**config.mk**
```make
export PLATFORM = sky130hd
export DESIGN_NAME = weight_loader
export DESIGN_NICKNAME = d
export VERILOG_FILES = /design/src/rtl/weight_loader.sv
export SDC_FILE = /design/constraint.sdc
export NUM_CORES = 1
export LEC_CHECK = 0
export ABC_AREA = 1
export BUFFER_PORTS_ARGS = -buffer_cell sky130_fd_sc_hd__buf_2
export CAP_MARGIN = 20
export CORE_UTILIZATION = 52
export CTS_CLUSTER_SIZE = 24
export DETAILED_ROUTE_END_ITERATION = 8
export GPL_TIMING_DRIVEN = 0
export PLACE_DENSITY = 0.86
export SLEW_MARGIN = 20
export SYNTH_ARGS = -nofsm -noshare
export SYNTH_HDL_FRONTEND = slang
export SYNTH_SLANG_ARGS = --single-unit
export TNS_END_PERCENT = 30
```
**constraint.sdc**
```tcl
create_clock -name clk -period 1.9 [get_ports clk]
set_input_delay 0.095 -clock clk [delete_from_list [all_inputs] [get_ports clk]]
set_output_delay 0.095 -clock clk [all_outputs]
set_load 0.005 [all_outputs]
```
**src/rtl/weight_loader.sv**
```systemverilog
// Weight-memory loader: decodes framed config beats and writes matching weights from address 0.
// Optional checksum beat after the weights is enabled with WEIGHT_LOADER_CHECKSUM_EN.
module weight_loader #(
    parameter int unsigned numWeight    = 3,
    parameter int unsigned neuronNo     = 5,
    parameter int unsigned layerNo      = 1,
    parameter int unsigned addressWidth = 10,
    parameter int unsigned dataWidth    = 16
) (
    input  logic                    clk,
    input  logic                    rst_n,
    input  logic                    cfg_valid,
    output logic                    cfg_ready,
    input  logic [dataWidth-1:0]    cfg_data,
    input  logic                    cfg_last,
    output logic                    wr_en,
    output logic [addressWidth-1:0] wr_addr,
    output logic [dataWidth-1:0]    wr_data,
    output logic                    busy,
    output logic                    load_done,
    output logic                    load_err
);

    typedef enum logic [1:0] {StIdle, StLoad, StSkip, StDone} state_e;

    localparam int unsigned CountWidth = addressWidth + 1;
    localparam logic [CountWidth-1:0] NumWeightC = CountWidth'(numWeight);
    localparam logic [7:0] LayerId  = 8'(layerNo);
    localparam logic [7:0] NeuronId = 8'(neuronNo);

    state_e                  state_q, state_d;
    logic [CountWidth-1:0]   count_q, count_d;
    logic [CountWidth-1:0]   count_inc;
    logic                    ready_q, ready_d;
    logic                    busy_q, busy_d;
    logic                    wr_en_q, wr_en_d;
    logic [addressWidth-1:0] wr_addr_q, wr_addr_d;
    logic [dataWidth-1:0]    wr_data_q, wr_data_d;
    logic                    load_done_q, load_done_d;
    logic                    load_err_q, load_err_d;
    logic                    accept;
    logic                    hdr_match;
`ifdef WEIGHT_LOADER_CHECKSUM_EN
    logic [dataWidth-1:0]    sum_q, sum_d;
`endif

    assign accept    = cfg_valid && ready_q;
    assign hdr_match = (cfg_data[15:8] == LayerId) && (cfg_data[7:0] == NeuronId);
    assign count_inc = count_q + CountWidth'(1);

    always_comb begin
        state_d     = state_q;
        count_d     = count_q;
        wr_en_d     = 1'b0;
        wr_addr_d   = wr_addr_q;
        wr_data_d   = wr_data_q;
        load_done_d = 1'b0;
        load_err_d  = load_err_q;
`ifdef WEIGHT_LOADER_CHECKSUM_EN
        sum_d       = sum_q;
`endif
        unique case (state_q)
            StIdle: begin
                if (accept) begin
                    if (hdr_match) begin
                        // A matched header that is also the last beat is an empty frame.
                        if (cfg_last) begin
                            load_err_d = 1'b1;
                        end else begin
                            load_err_d = 1'b0;
                            count_d    = '0;
`ifdef WEIGHT_LOADER_CHECKSUM_EN
                            sum_d      = '0;
`endif
                            state_d    = StLoad;
                        end
                    end else if (!cfg_last) begin
                        state_d = StSkip;
                    end
                end
            end
            StLoad: begin
                if (accept) begin
                    if (count_q < NumWeightC) begin
                        wr_en_d   = 1'b1;
                        wr_addr_d = count_q[addressWidth-1:0];
                        wr_data_d = cfg_data;
                        count_d   = count_inc;
`ifdef WEIGHT_LOADER_CHECKSUM_EN
                        sum_d     = sum_q + cfg_data;
                        // Any last beat on a weight means the checksum is missing.
                        if (cfg_last) begin
                            load_err_d = 1'b1;
                            state_d    = StIdle;
                        end
`else
                        if (cfg_last) begin
                            if (count_inc == NumWeightC) begin
                                load_done_d = 1'b1;
                                state_d     = StDone;
                            end else begin
                                load_err_d = 1'b1;
                                state_d    = StIdle;
                            end
                        end
`endif
                    end else begin
`ifdef WEIGHT_LOADER_CHECKSUM_EN
                        // Beat after the weights is the checksum; it must also end the frame.
                        if (cfg_last && (cfg_data == sum_q)) begin
                            load_done_d = 1'b1;
                            state_d     = StDone;
                        end else begin
                            load_err_d = 1'b1;
                            state_d    = cfg_last ? StIdle : StSkip;
                        end
`else
                        load_err_d = 1'b1;
                        state_d    = cfg_last ? StIdle : StSkip;
`endif
                    end
                end
            end
            StSkip: begin
                if (accept && cfg_last) begin
                    state_d = StIdle;
                end
            end
            StDone: begin
                state_d = StIdle;
            end
            default: begin
                state_d = StIdle;
            end
        endcase
    end

    assign ready_d = (state_d != StDone);
    assign busy_d  = (state_d != StIdle);

    always_ff @(posedge clk or negedge rst_n) begin
        if (!rst_n) begin
            state_q     <= StIdle;
            count_q     <= '0;
            ready_q     <= 1'b0;
            busy_q      <= 1'b0;
            wr_en_q     <= 1'b0;
            wr_addr_q   <= '0;
            wr_data_q   <= '0;
            load_done_q <= 1'b0;
            load_err_q  <= 1'b0;
        end else begin
            state_q     <= state_d;
            count_q     <= count_d;
            ready_q     <= ready_d;
            busy_q      <= busy_d;
            wr_en_q     <= wr_en_d;
            wr_addr_q   <= wr_addr_d;
            wr_data_q   <= wr_data_d;
            load_done_q <= load_done_d;
            load_err_q  <= load_err_d;
        end
    end

`ifdef WEIGHT_LOADER_CHECKSUM_EN
    always_ff @(posedge clk or negedge rst_n) begin
        if (!rst_n) begin
            sum_q <= '0;
        end else begin
            sum_q <= sum_d;
        end
    end
`endif

    assign cfg_ready = ready_q;
    assign busy      = busy_q;
    assign wr_en     = wr_en_q;
    assign wr_addr   = wr_addr_q;
    assign wr_data   = wr_data_q;
    assign load_done = load_done_q;
    assign load_err  = load_err_q;

endmodule

```
==> results.sh, run 1 <==
export IMPL_synth_nets=260
export IMPL_gp_congestion=0.885
export IMPL_postCtsSetupRepairBufs=0
export IMPL_yosys_warnings=0
export IMPL_combPwrFrac_pct=14.0
export IMPL_reg2regPathDepth=11
export IMPL_grt_usage_pct=22.2
export IMPL_grt_start_max_net_pins=45
export IMPL_cp_slowest_cell="dfrtp_1"
export IMPL_endpoint="cfg_ready"
export IMPL_period_needed_ns=1.60
export IMPL_holdWs_ns=0.00945
export IMPL_cts_buffers=5
export IMPL_fp_dieW_um=63.2
export IMPL_crit_fanout=6
export IMPL_r2r_start="count_q[0]"
export IMPL_cts_tree="done"
export IMPL_fmaxAchievable_mhz=626
export IMPL_wl_um=3830
export IMPL_fin_tns_setup_ns=0
export IMPL_synthTopCellsByArea="dfrtp_1, nand2_1, inv_1"
export IMPL_rsz0062_at_grt="false"
export IMPL_cts_hold_buf=2
export IMPL_netSwitchingFraction_pct=27.8
export IMPL_drc=0
export IMPL_drt_iter0_markers=127
export IMPL_startpoint="count_q[0]"
export IMPL_coreArea_sq_um=3470
export IMPL_clkLatencyLatePin_ns=0.30
export IMPL_port_buffers=50
export IMPL_yosysUniqueCellTypes=20
export IMPL_h_tree_depth=2
export IMPL_dieArea_sq_um=4000
export IMPL_p_per_area_nw_per_um2=771
export IMPL_antenna_cells=0
export IMPL_crit_path_cell_trace="ha_1 > nand2_1 > nand2_1 > nor2_1 > inv_1 > nor2_1 > nand2_1 > nand2_1 > nand2_1 > nand3_1 > nand2_1"
export IMPL_status="finished, final reports clean"
export IMPL_tightest_slew_ns=0.941
export IMPL_synth_top_cell_by_area="dfrtp_1"
export IMPL_num_vias=1646
export IMPL_io_pins=51
export IMPL_synth_area_per_cell_sq_um=8.20
export IMPL_fin_util_pct=68.4
export IMPL_finalCritPeriodShare_pct=84.1
export IMPL_hold_class="in -> reg"
export IMPL_globalRoute_totalOverflow=0
export IMPL_worstSetupEndpointType="flop"
export IMPL_initial_core_util_pct=56.2
export IMPL_r2r_end="cfg_ready"
export IMPL_cts_sinks=44
export IMPL_skew_ns=0.0110
export IMPL_netlist_instances=238
export IMPL_max_stage_delay_ns=0.45
export IMPL_dr_pass1_iters=4
export IMPL_setup_viol=0
export IMPL_power_switching_uw=508
export IMPL_drive_gt1_share_pct=23.8
export IMPL_ys_ff_latch=44
export IMPL_cts_buffer_depth=2
export IMPL_routedWlPerCell_um=11.1
export IMPL_die_h_um=63.2
export IMPL_antenna_found_initial=0
export IMPL_place_inst=334
export IMPL_crit_top_cell="nand2_1"
export IMPL_area_growth_pct=21.6
export IMPL_vias_per_cell=4.78
export IMPL_drv_cap=0
export IMPL_hold_viol=0
export IMPL_cts_root_buf="clkbuf_8"
export IMPL_grt_pass1_vias=1610
export IMPL_postRouteAntennaNets=0
export IMPL_instances_no_fill=344
export IMPL_cp_start_kind="flop"
export IMPL_synth_area_sq_um=1950
export IMPL_synth_top_area_share_pct=56.4
export IMPL_cellLeakagePower_uw=0.00141
export IMPL_relSlewSlack_pct=37.3
export IMPL_r2r_setup_slack_ns=0.30
export IMPL_power_share_sequential_pct=54.1
export IMPL_path_clk_slew_ns=0.09
export IMPL_dpl_hpwl_um=2830
export IMPL_yosysSeqAreaShare_pct=56.4
export IMPL_postCtsResizedCells=0
export IMPL_path_class="reg -> reg"
export IMPL_arrival_ns=1.79
export IMPL_worst_ep_required_time_ns=2.09
export IMPL_totalPowerFinal_uw=1830
export IMPL_nNetsFinal=319
export IMPL_power_share_clock_pct=32.0
export IMPL_grt_pass1_wl_um=6820
export IMPL_rows=21
export IMPL_final_max_slew_violation_count=0
export IMPL_ir_drop_v=0.000476
export IMPL_p_int_uw=1320
## cells by family after synthesis
group / count (synthesis) / share of synthesized area, %
flip-flops: 44 / 56.4
AND/OR/NAND/NOR: 139 / 29.8
AO/OA/AOI/OAI: 13 / 3.53
XOR/XNOR: 1 / 0.449
buffers and inverters: 39 / 8.47
adder cells (fa/ha/maj): 2 / 1.28
## layer usage
metal | routed length (um) | track usage, % | up-vias
met5 | 0 | 0 | -
met4 | 80 | 10.5 | 0
met3 | 218 | 4.89 | 7
met2 | 1750 | 36.0 | 53
met1 | 1780 | 28.2 | 749
li1 | - | - | 837
## flip-flops by register name, summed over array words and instances, names as in the netlist
register / flops
load_err: 1
load_done: 1
state_q: 2
wr_data: 16
wr_addr: 10
wr_en: 1
busy: 1
count_q: 11
cfg_ready: 1
## worst max-delay path: cells and delay by family (launching register included)
kind | cells | cell delay (ns)
AND/OR/NAND/NOR | 9 | 0.74
adder cells (fa/ha/maj) | 1 | 0.24
flip-flops | 1 | 0.45
buffers and inverters | 1 | 0.07
## cell usage in the layout (no fill, tap or decap), types with 2 or more instances in the layout
master | Yosys | final
dfrtp_1 | 44 | 44
inv_1 | 33 | 33
buf_6 | 2 | 2
nand4_1 | 5 | 5
nor3_1 | 2 | 2
nor2_1 | 29 | 29
nand2_1 | 89 | 89
nand3_1 | 6 | 6
clkinvlp_4 | 0 | 2
a21oi_1 | 4 | 4
buf_2 | 3 | 53
clkbuf_8 | 0 | 5
nor2_4 | 3 | 3
o21ai_0 | 4 | 4
nand2_2 | 2 | 2
dlygate4sd3_1 | 0 | 2
nand3b_1 | 2 | 2
o21ai_1 | 4 | 4
ha_1 | 2 | 2
## area by class of cell
class | instances | area, sq um
fillers | 285 | 1100
clock inverters | 3 | 23.8
multi-input cells | 155 | 684
well taps | 46 | 57.6
clock buffers | 5 | 68.8
repair buffers | 52 | 270
flip-flops and latches | 44 | 1100
inverters | 34 | 128
plain buffers | 5 | 37.5
## Yosys cell counts
cell / n
inv_2: 1
nor2_2: 1
buf_2: 3
xor2_1: 1
nor2_4: 3
ha_1: 2
nor3_1: 2
nand2_1: 89
buf_6: 2
o21ai_2: 1
nand4_1: 5
nand3_1: 6
dfrtp_1: 44
o21ai_1: 4
nand2_2: 2
a21oi_1: 4
nand3b_1: 2
nor2_1: 29
o21ai_0: 4
inv_1: 33
## metrics by stage
stage               setup slack [ns]  area [sq um]
floorplan                      0.511          1950
global placement               0.388          2260
detailed placement             0.334          2260
CTS                            0.308          2370
global route                  0.0528          2370
finish                         0.303          2370
## power by group through the flow
stage,Combinational (uW),Clock (uW),Sequential (uW)
2_1_floorplan,176,0,1000
3_3_place_gp,247,0,1010
3_5_place_dp,254,0,1010
4_1_cts,258,599,988
5_1_grt,289,652,994
6_report,255,584,988
## worst min path at each step
stage / cells past startpoint / end / from / slack, ns
after floorplan: 0 / busy / rst_n / -0.20
after global placement: 1 / wr_addr[5] / rst_n / 0.29
after detailed placement: 1 / wr_addr[9] / rst_n / 0.30
after CTS: 3 / wr_data[5] / cfg_data[5] / 0.007
after global routing: 3 / wr_data[6] / cfg_data[6] / 0.02
final: 3 / wr_data[15] / cfg_data[15] / 0.009
(Power assumes the default switching activity.)
==> run 2, diff against run 1 <==
Clock period 1.9 ns to 1.6 ns, I/O delays scaled along.
==> run 2 against run 1 <==
  * The flow now finishes with violations (setup timing)
  * Critical endpoint unchanged
  * Critical path type unchanged
  * Cell count is 2.6% higher
  * Critical path depth is 1 higher
  * Utilization is 4.2 points higher
  * Global-route usage is 0.39 points higher
  * Worst setup slack worse by 0.31 ns
  * Flip-flop and latch count stayed put
  * Largest cell class unchanged
  * Power is 23% higher
  * Die area stayed put
==> results.sh, run 2 (synthesized netlist as in run 1, its figures left out) <==
export IMPL_status="finished with violations"
export IMPL_violations="setup timing"
export IMPL_postRouteAntennaNets=0
export IMPL_reg2regPathDepth=12
export IMPL_drc=0
export IMPL_relSlewSlack_pct=38.0
export IMPL_path_clk_slew_ns=0.09
export IMPL_totalPowerFinal_uw=2260
export IMPL_grt_start_max_net_pins=45
export IMPL_wl_met1_um=1840
export IMPL_layout_setup_ws_ns=-0.00977
export IMPL_crit_fanout=6
export IMPL_grt_usage_pct=22.6
export IMPL_arrival_ns=1.80
export IMPL_grt_pass1_vias=1637
export IMPL_dr_wl_met3_um=249
export IMPL_fp_dieW_um=63.2
export IMPL_final_max_slew_violation_count=0
export IMPL_setup_viol=1
export IMPL_worstSetupEndpointType="flop"
export IMPL_vias_per_cell=4.90
export IMPL_place_ws_ns=0.0343
export IMPL_routed_top_layer="met4"
export IMPL_hold_class="in -> reg"
export IMPL_layout_commonest_cell="nand2_1"
export IMPL_r2r_end="cfg_ready"
export IMPL_tightest_slew_ns=0.930
export IMPL_worst_ep_required_time_ns=1.79
export IMPL_fmaxAchievable_mhz=621
export IMPL_antenna_found_initial=0
export IMPL_r2r_setup_slack_ns=-0.01
export IMPL_initial_core_util_pct=56.2
export IMPL_grt_pass1_wl_um=6950
export IMPL_wl_um=4210
export IMPL_num_vias=1730
export IMPL_cts_sinks=44
export IMPL_holdWs_ns=0.00343
export IMPL_dr_pass1_iters=4
export IMPL_drv_cap=0
export IMPL_h_tree_depth=2
export IMPL_drive_gt1_share_pct=28.7
export IMPL_io_pins=51
export IMPL_path_class="reg -> reg"
export IMPL_startpoint="count_q[0]"
export IMPL_routedWlPerCell_um=11.9
export IMPL_globalRoute_totalOverflow=0
export IMPL_mostFrequentLayoutCells="nand2_1, buf_2, dfrtp_1, inv_1, nor2_1"
export IMPL_r2r_start="count_q[0]"
export IMPL_die_h_um=63.2
export IMPL_timing_hold_worst_path_depth=3
export IMPL_skew_ns=0.0109
export IMPL_antenna_cells=0
export IMPL_p_per_area_nw_per_um2=897
export IMPL_nNetsFinal=328
export IMPL_clkLatencyLatePin_ns=0.30
export IMPL_period_needed_ns=1.61
export IMPL_area_growth_pct=29.0
export IMPL_worstHoldEndpoint="wr_data[10]"
export IMPL_hp_start="cfg_data[10]"
export IMPL_hold_viol=0
export IMPL_largest_reg_flops=16
export IMPL_dpl_hpwl_um=2830
export IMPL_drt_iter0_markers=132
export IMPL_finalInstanceArea_sq_um=2520
export IMPL_rows=21
export IMPL_finalCritPeriodShare_pct=101
export IMPL_cts_buffers=5
export IMPL_ir_drop_v=0.000627
export IMPL_gp_congestion=0.885
export IMPL_cp_start_kind="flop"
export IMPL_cts_tree="done"
export IMPL_cts_buffer_depth=2
export IMPL_cts_root_buf="clkbuf_8"
export IMPL_placed_area_sq_um=2260
export IMPL_coreArea_sq_um=3470
export IMPL_dr_wl_met2_um=2030
export IMPL_port_buffers=50
export IMPL_dieArea_sq_um=4000
export IMPL_cellLeakagePower_uw=0.00147
==> run 2: cell count changes in the layout (fill, tap and decap cells not counted), sizes merged <==
cell and delta:
dlygate4sd3 +5, buf +4
==> run 2: worst max path at each step <==
stage	endpoint	slack (ns)
finish	cfg_ready	-0.01
floorplan	cfg_ready	0.21
global route	cfg_ready	-0.11
detailed placement	cfg_ready	0.03
global placement	cfg_ready	0.09
CTS	cfg_ready	0.008
==> run 2: area by class of cell <==
type                       count  area [sq um]
buffer                         4          37.5
multi-input combinational    155           737
tap                           46          57.6
fill                         242           952
clock buffer                   5          68.8
sequential                    44          1100
timing repair buffer          62           358
inverter                      34           130
clock inverter                 3          23.8
==> run 2: timing repair <==
action	CTS	global route
setup endpoints to repair	0	40
buffers inserted	0	4
hold endpoints to repair	50	0
gates resized for setup	0	27
hold buffers	7	0
==> run 2: metrics by stage <==
step / cells / util (%) / setup TNS [ns]
2_1_floorplan: 238 / - / 0
3_3_place_gp: 334 / 65.1 / 0
3_5_place_dp: 334 / 65.1 / 0
4_1_cts: 349 / 69.8 / 0
5_1_grt: 353 / 72.5 / -0.168
6_report: 353 / 72.5 / -0.00977
==> run 2: routing by layer <==
layer	global-route usage [%]	up-vias
li1	-	854
met5	0	-
met4	10.5	0
met3	5.25	7
met2	37.0	70
met1	28.3	799
==> run 2: worst max-delay path, stage by stage (launching register included) <==
cell and delay (ns):
dfrtp_2 0.45, ha_4 0.15, inv_1 0.05, nand2_2 0.06, nand2_1 0.07, nor2_2 0.14
inv_1 0.07, nor2_1 0.14, nand2_1 0.08, nand2_1 0.08, nand2_1 0.07, nand3_2 0.08
nand2_1 0.05
==> run 2: where the power goes <==
| part | switching, uW | internal [uW] |
|---|---|---|
| Clock | 385 | 309 |
| Sequential | 23.7 | 1150 |
| Combinational | 235 | 152 |
| Total | 643 | 1610 |
